`config.mk`:
```
export PLATFORM = sky130hd
export DESIGN_NAME = ldpc_enc_ctrl
export DESIGN_NICKNAME = d
export VERILOG_FILES = /design/src/rtl/ldpc_enc_ctrl.sv
export SDC_FILE = /design/constraint.sdc
export NUM_CORES = 1
export LEC_CHECK = 0
export ABC_AREA = 1
export CAP_MARGIN = 20
export CORE_UTILIZATION = 45
export DETAILED_ROUTE_END_ITERATION = 10
export MAX_ROUTING_LAYER = met4
export PLACE_DENSITY = 0.66
export SETUP_SLACK_MARGIN = 0.02
export SLEW_MARGIN = 15
export SYNTH_ARGS = -nofsm -noshare
export SYNTH_HDL_FRONTEND = slang
export SYNTH_SLANG_ARGS = --single-unit
```
`constraint.sdc`:
```
create_clock -name clk -period 2.4 [get_ports clk]
set_input_delay 0.24 -clock clk [delete_from_list [all_inputs] [get_ports clk]]
set_output_delay 0.24 -clock clk [all_outputs]
set_load 0.005 [all_outputs]
```
`src/rtl/ldpc_enc_ctrl.sv`:
```
// ldpc_enc_ctrl: frame sequencer in front of the 360-way LDPC parity encoder.
// Latency: last info bit accept edge to first parity m_valid edge = FLUSH_CYC+2.
// Backpressure: s_ready drops outside LOAD; m_* has no backpressure.
// Optional: define LDPC_SYS_OUT_EN to also forward info bits on m_* (systematic output).
module ldpc_enc_ctrl #(
  parameter int K_INFO    = 4320,
  parameter int P_BITS    = 360,
  parameter int CLR_CYC   = 3,
  parameter int FLUSH_CYC = 2
) (
  input  logic        clk,
  input  logic        rst_n,
  input  logic        s_valid,
  input  logic        s_data,
  input  logic        s_sop,
  output logic        s_ready,
  output logic        enc_rst_n,
  output logic        enc_din_valid,
  output logic        enc_din,
  output logic [12:0] enc_counter,
  output logic [8:0]  enc_out_addr,
  output logic        enc_check,
  input  logic        enc_dout,
  output logic        m_valid,
  output logic        m_data,
  output logic        m_sop,
  output logic        m_eop,
  output logic        busy,
  output logic        frame_err
);

  localparam logic [12:0] K_LAST     = 13'(K_INFO - 1);
  localparam logic [8:0]  P_LAST     = 9'(P_BITS - 1);
  localparam logic [1:0]  CLR_LAST   = 2'(CLR_CYC - 1);
  localparam logic [1:0]  FLUSH_LAST = 2'(FLUSH_CYC - 1);

  typedef enum logic [2:0] {
    IDLE   = 3'd0,
    CLEAR  = 3'd1,
    LOAD   = 3'd2,
    FLUSH  = 3'd3,
    PARITY = 3'd4,
    DRAIN  = 3'd5
  } state_t;

  state_t      state, state_nxt;
  logic [12:0] cnt;       // info bits accepted in the current frame
  logic [1:0]  tmr;       // dwell timer for CLEAR / FLUSH
  logic        check_d1;  // enc_check aligned with enc_dout
  logic [8:0]  addr_d1;   // enc_out_addr aligned with enc_dout
  logic        accept;
  logic        mid_sop;
  logic        last_bit;

  // A new sop while a frame is partly loaded restarts the frame.
  assign mid_sop  = (state == LOAD) && s_valid && s_sop && (cnt != 13'd0);
  assign accept   = s_valid && s_ready;
  assign last_bit = accept && (cnt == K_LAST);
  assign busy     = (state != IDLE);

  // State register.
  always_ff @(posedge clk or negedge rst_n) begin
    if (!rst_n) state <= IDLE;
    else        state <= state_nxt;
  end

  // Next-state logic.
  always_comb begin
    state_nxt = state;
    case (state)
      IDLE:    if (s_valid && s_sop)     state_nxt = CLEAR;
      CLEAR:   if (tmr == CLR_LAST)      state_nxt = LOAD;
      LOAD:    if (mid_sop)              state_nxt = CLEAR;
               else if (last_bit)        state_nxt = FLUSH;
      FLUSH:   if (tmr == FLUSH_LAST)    state_nxt = PARITY;
      PARITY:  if (enc_out_addr == 9'd0) state_nxt = DRAIN;
      DRAIN:                             state_nxt = IDLE;
      default:                           state_nxt = IDLE;
    endcase
  end

  // State-decoded control outputs.
  always_comb begin
    s_ready   = 1'b0;
    enc_rst_n = 1'b1;
    enc_check = 1'b0;
    case (state)
      CLEAR:   enc_rst_n = 1'b0;
      LOAD:    s_ready   = !mid_sop;
      PARITY:  enc_check = 1'b1;
      default: ;
    endcase
  end

  // Dwell timer restarts on every state change.
  always_ff @(posedge clk or negedge rst_n) begin
    if (!rst_n)                  tmr <= 2'd0;
    else if (state_nxt != state) tmr <= 2'd0;
    else                         tmr <= tmr + 2'd1;
  end

  // Info path: register accepted bits onto the encoder input with their index.
  always_ff @(posedge clk or negedge rst_n) begin
    if (!rst_n) begin
      cnt           <= 13'd0;
      enc_din       <= 1'b0;
      enc_din_valid <= 1'b0;
      enc_counter   <= 13'd0;
      frame_err     <= 1'b0;
    end else begin
      enc_din_valid <= 1'b0;
      frame_err     <= mid_sop;
      if (state_nxt == CLEAR) begin
        cnt         <= 13'd0;
        enc_counter <= 13'd0;
      end else if (accept) begin
        cnt           <= cnt + 13'd1;
        enc_din       <= s_data;
        enc_din_valid <= 1'b1;
        enc_counter   <= cnt;
      end
    end
  end

  // Parity read address walks down from P_BITS-1 and reloads after the drain cycle.
  always_ff @(posedge clk or negedge rst_n) begin
    if (!rst_n) begin
      enc_out_addr <= P_LAST;
      check_d1     <= 1'b0;
      addr_d1      <= 9'd0;
    end else begin
      check_d1 <= enc_check;
      addr_d1  <= enc_out_addr;
      if (state == PARITY && enc_out_addr != 9'd0) enc_out_addr <= enc_out_addr - 9'd1;
      else if (state == DRAIN)                     enc_out_addr <= P_LAST;
    end
  end

  // Output stream: parity captured one cycle after its address (plus info bits if systematic).
  always_ff @(posedge clk or negedge rst_n) begin
    if (!rst_n) begin
      m_valid <= 1'b0;
      m_data  <= 1'b0;
      m_sop   <= 1'b0;
      m_eop   <= 1'b0;
    end else begin
      m_valid <= check_d1;
      m_data  <= enc_dout;
      m_eop   <= check_d1 && (addr_d1 == 9'd0);
`ifdef LDPC_SYS_OUT_EN
      m_sop   <= 1'b0;
      if (accept) begin
        m_valid <= 1'b1;
        m_data  <= s_data;
        m_sop   <= (cnt == 13'd0);
        m_eop   <= 1'b0;
      end
`else
      m_sop   <= check_d1 && (addr_d1 == P_LAST);
`endif
    end
  end

endmodule

```
==> results.txt, run 1 <==
PnR Total Power = 3.05 mW
synthesized area per cell = 8.25 um^2
antenna viol nets, final = 0
initial antenna violation count = 0
Cell Area, Synth = 2690 um^2
FP Rows = 27
share of cells above drive strength 1 = 12.6%
die footprint = 6290 um^2
1st-iter DRT viols = 99
critical path's slowest cell = clkdlybuf4s50_1
Max-cap violations = 0
Num CTS Buffers = 9
status = finished, final reports clean
storage element area = 1440 um^2
clock slew at reported path FFs = 70 ps
CP required = 2160 ps
min-delay worst type = primary input to flop
critical path peak fanout = 5
Core Util, Final = 60.3%
Startpoint Class = flop
Mapped Cells = 326
CP bufs+invs = 3
Reg2Reg Capture Point = cnt[10]
drt pass-1 iters = 4
Setup-failing EPs final = 0
clk sinks = 57
routability cong. = 0.830
flop and latch count out of synthesis = 57
Worst IR Drop VDD = 0.621 mV
Mapped Nets = 337
Worst-Skew Late Latency = 330 ps
Distinct cells, synth = 22
CP top delay family = buffers and inverters
vias in the first global route = 2,014
Pwr Density = 897 nW/um^2
H-Tree Depth = 3
Leak Pwr = 1.73 nW
final worst path period need = 2210 ps
die width = 79.3 um
cells on worst reg2reg path = 11
io pins = 39
starting density of the core = 47.7%
critical path class = flop to output pin
Layout fillers = 520
crit path DAT = 1970 ps
Die Y = 79.3 um
vias per cell = 4.94
Crit. End Element = output pin
gr ovfl total = 0
Syn. warnings = 0
worst-path cell chain = inv_1, ha_1, nand2_1, nor2_1, nand2_1, nand2_2, nand2_2, inv_1, clkdlybuf4s50_1
crit share post-route = 92.2%
Worst-Margin Slew = 467 ps
worst reg2reg startpoint = cnt[0]
unrepaired setup endpoints after global routing = false
I/O Buffers = 38
Nets = 387
CTS tree = yes
CTS root buf = clkbuf_8
CTS Buffer Depth = 2
P&R area growth vs syn = 26.4%
Routed WL = 5630 um
skew final = 10.4 ps
largest net degree at the start of global routing = 27
area of the multi-input gates = 1060 um^2
GRT Resource Usage Total = 20.2%
max incr delay on CP = 480 ps
Max Clk Rate = 452 MHz
total number of vias = 2,237
pins over their slew limit = 0
Sum Neg Setup Slack = 0 ps
worst hold endpoint = m_data
Ant. Diodes = 0
final hold vios = 0
R2R Setup Slk = 460 ps
mean routed wirelength per cell = 12.4 um
Slew headroom = 68.6%
core area = 5640 um^2
global-route wire length before repair = 9400 um
sequential cell area fraction in the yosys report = 53.3%
# DRC = 0
hold path startpoint = enc_dout
Worst Hold Depth = 1
HPWL after detailed placement = 3980 um
==> placed cells by master (no fill, tap or decap), types with 2 or more instances in the layout <==
| cell | n |
|---|---|
| nand2_1 | 96 |
| dfrtp_1 | 50 |
| nor2_2 | 4 |
| bufinv_16 | 2 |
| o21ai_0 | 11 |
| dfstp_2 | 6 |
| nor2_1 | 37 |
| buf_4 | 5 |
| clkbuf_8 | 10 |
| nor4_1 | 2 |
| ha_1 | 5 |
| xor2_1 | 3 |
| nand3_2 | 6 |
| nand3_1 | 35 |
| nor3_1 | 8 |
| inv_1 | 37 |
| nand4_1 | 8 |
| inv_2 | 3 |
| clkdlybuf4s50_1 | 37 |
| nand2_2 | 5 |
| clkinv_2 | 2 |
==> logic make-up after synthesis <==
logic type	count (synthesis)	share of synthesized area [%]
and+or+nand+nor	202	33.5
DFF	57	53.3
buffers and inverters	46	7.35
AOI/OAI and AO/OA	13	2.51
adders and majority gates	5	2.33
xor gates and xnor gates	3	0.977
==> metrics by stage <==
stage	hold WS [ps]	cells	instance area (um^2)	setup WS, ps
after detailed placement	177	435	3160	451
after global routing	333	453	3400	42.9
after global placement	171	435	3160	462
final	352	453	3400	186
after floorplan	-55.6	326	2690	727
after CTS	342	452	3390	97.2
==> state kept, by name (all words and copies together), names as in the netlist <==
| name | count |
|---|---|
| tmr | 2 |
| m_eop | 1 |
| enc_din | 1 |
| addr_d1 | 9 |
| m_data | 1 |
| enc_out_addr | 9 |
| m_sop | 1 |
| state | 3 |
| m_valid | 1 |
| frame_err | 1 |
| check_d1 | 1 |
| cnt | 13 |
| enc_counter | 13 |
| enc_din_valid | 1 |
==> routing by layer <==
layer  vias to the layer above  wire, um  track usage, %
met4                         0        80            8.00
met1                      1036      2890            28.2
li1                       1138         -               -
met5                         -         0               -
met3                         8       237            4.48
met2                        55      2430            28.4
==> worst max path at each step <==
| stage | endpoint | start | slack (ps) | cells after the start |
|---|---|---|---|---|
| after floorplan | cnt[9] | enc_out_addr[0] | 730 | 12 |
| after global placement | cnt[5] | s_valid | 460 | 10 |
| after detailed placement | cnt[10] | s_valid | 450 | 10 |
| after CTS | s_ready | cnt[0] | 100 | 9 |
| after global routing | s_ready | cnt[0] | 40 | 9 |
| final | s_ready | cnt[0] | 190 | 9 |
==> cell usage after synthesis <==
| library cell | count | share of area [%] |
|---|---|---|
| nand3_1 | 35 | 6.5 |
| nor2_4 | 1 | 0.42 |
| a21oi_1 | 1 | 0.19 |
| buf_4 | 2 | 0.56 |
| dfrtp_1 | 51 | 47 |
| nand3_2 | 6 | 2.2 |
| nor2_2 | 4 | 0.93 |
| inv_1 | 38 | 5.3 |
| nand2_2 | 4 | 0.93 |
| o211ai_1 | 1 | 0.28 |
| ha_1 | 5 | 2.3 |
| inv_2 | 2 | 0.28 |
| nand4_1 | 8 | 1.9 |
| buf_6 | 2 | 0.84 |
| nor2_1 | 37 | 5.2 |
| nor4_1 | 2 | 0.47 |
| xor2_1 | 3 | 0.98 |
| buf_2 | 2 | 0.37 |
| o21ai_0 | 11 | 2.0 |
| nand2_1 | 97 | 14 |
| nor3_1 | 8 | 1.5 |
| dfstp_2 | 6 | 5.9 |
==> power breakdown <==
group / leakage [nW] / internal (mW) / switching (mW)
clock network: 0.113 / 0.612 / 0.385
registers: 0.736 / 1.09 / 0.0907
logic: 0.880 / 0.354 / 0.520
total: 1.73 / 2.05 / 0.996
==> final cells by class <==
cell class / instances / share of cell area [%]
multi-input cells: 223 / 31.2
flip-flops and latches: 57 / 42.2
inverters: 40 / 4.42
repair buffers: 45 / 13.0
clock buffers: 11 / 4.16
clock inverters: 5 / 2.32
well taps: 72 / 2.65
==> repair_timing <==
| action | in CTS | in global routing |
|---|---|---|
| setup endpoints to repair | 0 | 1 |
| endpoints found under the hold margin | 13 | 0 |
| buffers inserted | 0 | 1 |
| resized for setup | 0 | 3 |
| hold buffers | 1 | 0 |
Power figures use the tool's default switching activity.
==> inputs of run 2 (changes only) <==
Settings changed: CORE_UTILIZATION 45 to 30, PLACE_DENSITY 0.66 to 0.47, SKIP_CTS_REPAIR_TIMING from default to 1.
==> results.txt, run 2 (synthesized netlist as in run 1, its figures left out) <==
Sum Neg Setup Slack = 0 ps
total number of vias = 2,189
skew final = 8.46 ps
CTS tree = yes
clock slew at reported path FFs = 60 ps
# DRC = 0
global-route wire length before repair = 10,200 um
WHS = 357 ps
routability cong. = 0.807
critical path class = flop to output pin
io pins = 39
status = finished, final reports clean
Placed Instances = 473
Worst-Skew Late Latency = 340 ps
Worst IR Drop VDD = 0.393 mV
CTS root buf = clkbuf_8
initial antenna violation count = 0
die width = 96.7 um
Worst-Margin Slew = 624 ps
H-Tree Depth = 3
Leak Pwr = 1.75 nW
final instance area = 3490 um^2
Max-cap violations = 0
Num CTS Buffers = 9
Startpoint Class = flop
most frequent cells in the layout = nand2_1, dfrtp_1, inv_1, nor2_1, clkdlybuf4s50_1
GRT Resource Usage Total = 14.2%
1st-iter DRT viols = 65
P&R area growth vs syn = 29.6%
placed cell area = 3230 um^2
most common cell after layout, fill and taps aside = nand2_1
Max Clk Rate = 457 MHz
vias in the first global route = 2,105
HPWL after detailed placement = 4230 um
die footprint = 9350 um^2
CTS Buffer Depth = 2
drt pass-1 iters = 5
gr ovfl total = 0
Slew headroom = 58.4%
final hold vios = 0
Crit. End Element = output pin
Setup-failing EPs final = 0
clk sinks = 57
FP Rows = 34
crit share post-route = 91.3%
R2R Setup Slk = 450 ps
starting density of the core = 30.8%
Die Y = 96.7 um
crit path DAT = 1950 ps
Nets = 388
top flop regs = cnt: 13 flops, enc_counter: 13 flops
final worst path period need = 2190 ps
I/O Buffers = 38
min-delay worst type = primary input to flop
Routed WL = 5760 um
core area = 8720 um^2
Ant. Diodes = 0
largest net degree at the start of global routing = 32
Pwr Density = 897 nW/um^2
Non-Filler Instances = 490
pins over their slew limit = 0
unrepaired setup endpoints after global routing = false
antenna viol nets, final = 0
CP required = 2160 ps
critical path peak fanout = 5
share of cells above drive strength 1 = 12.6%
vias per cell = 4.47
mean routed wirelength per cell = 11.8 um
[run 2: changes by cell type in the layout (fill, tap and decap cells not counted), sizes merged]
cell      before  now
clkinvlp       0    1
buf            7    8
bufinv         2    3
clkinv         3    1
[run 2: worst paths after layout]
kind / start / depth (start not counted) / to
max: cnt[1] / 9 / s_ready
min: enc_dout / 1 / m_data
max reg2reg: enc_out_addr[0] / 12 / cnt[6]
min reg2reg: check_d1 / 0 / m_valid
max in group asynchronous: rst_n / 3 / enc_out_addr[6]
min in group asynchronous: rst_n / 2 / m_sop
[run 2: through the flow]
stage	total power [mW]	util (%)	setup WS, ps
2_1_floorplan	1.74	-	727
3_3_place_gp	2.05	37.0	362
3_5_place_dp	2.05	37.0	385
4_1_cts	3.17	39.8	108
5_1_grt	3.34	40.0	51.0
6_report	3.13	40.0	210
[run 2: cell type report]
type	count	area, um^2
clock buffers	11	141
multi-input cells	223	1060
fillers	869	5230
flip-flops and latches	57	1430
repair buffers	46	463
inverters	40	150
well taps	108	135
clock inverters	5	103
[run 2: layer usage]
metal | vias up | routed length [um] | GRT usage (%)
li1 | 1132 | - | -
met3 | 8 | 237 | 3.11
met1 | 1010 | 2980 | 19.5
met4 | 0 | 85 | 7.58
met5 | - | 0 | -
met2 | 39 | 2460 | 19.4
[run 2: critical path: stages, from the launching register on]
cell and delay, ps:
dfrtp_1 420, inv_2 80, ha_1 130, nand2_1 60
nor2_1 100, nand2_1 80, nand2_2 110, nand2_2 90
inv_1 60, clkdlybuf4s50_1 490
[run 2: power by group]
part / total (mW) / switching (mW) / internal (mW)
clock: 1.10 / 0.385 / 0.716
combinational: 0.849 / 0.523 / 0.326
sequential: 1.18 / 0.0901 / 1.09
total: 3.13 / 0.999 / 2.13
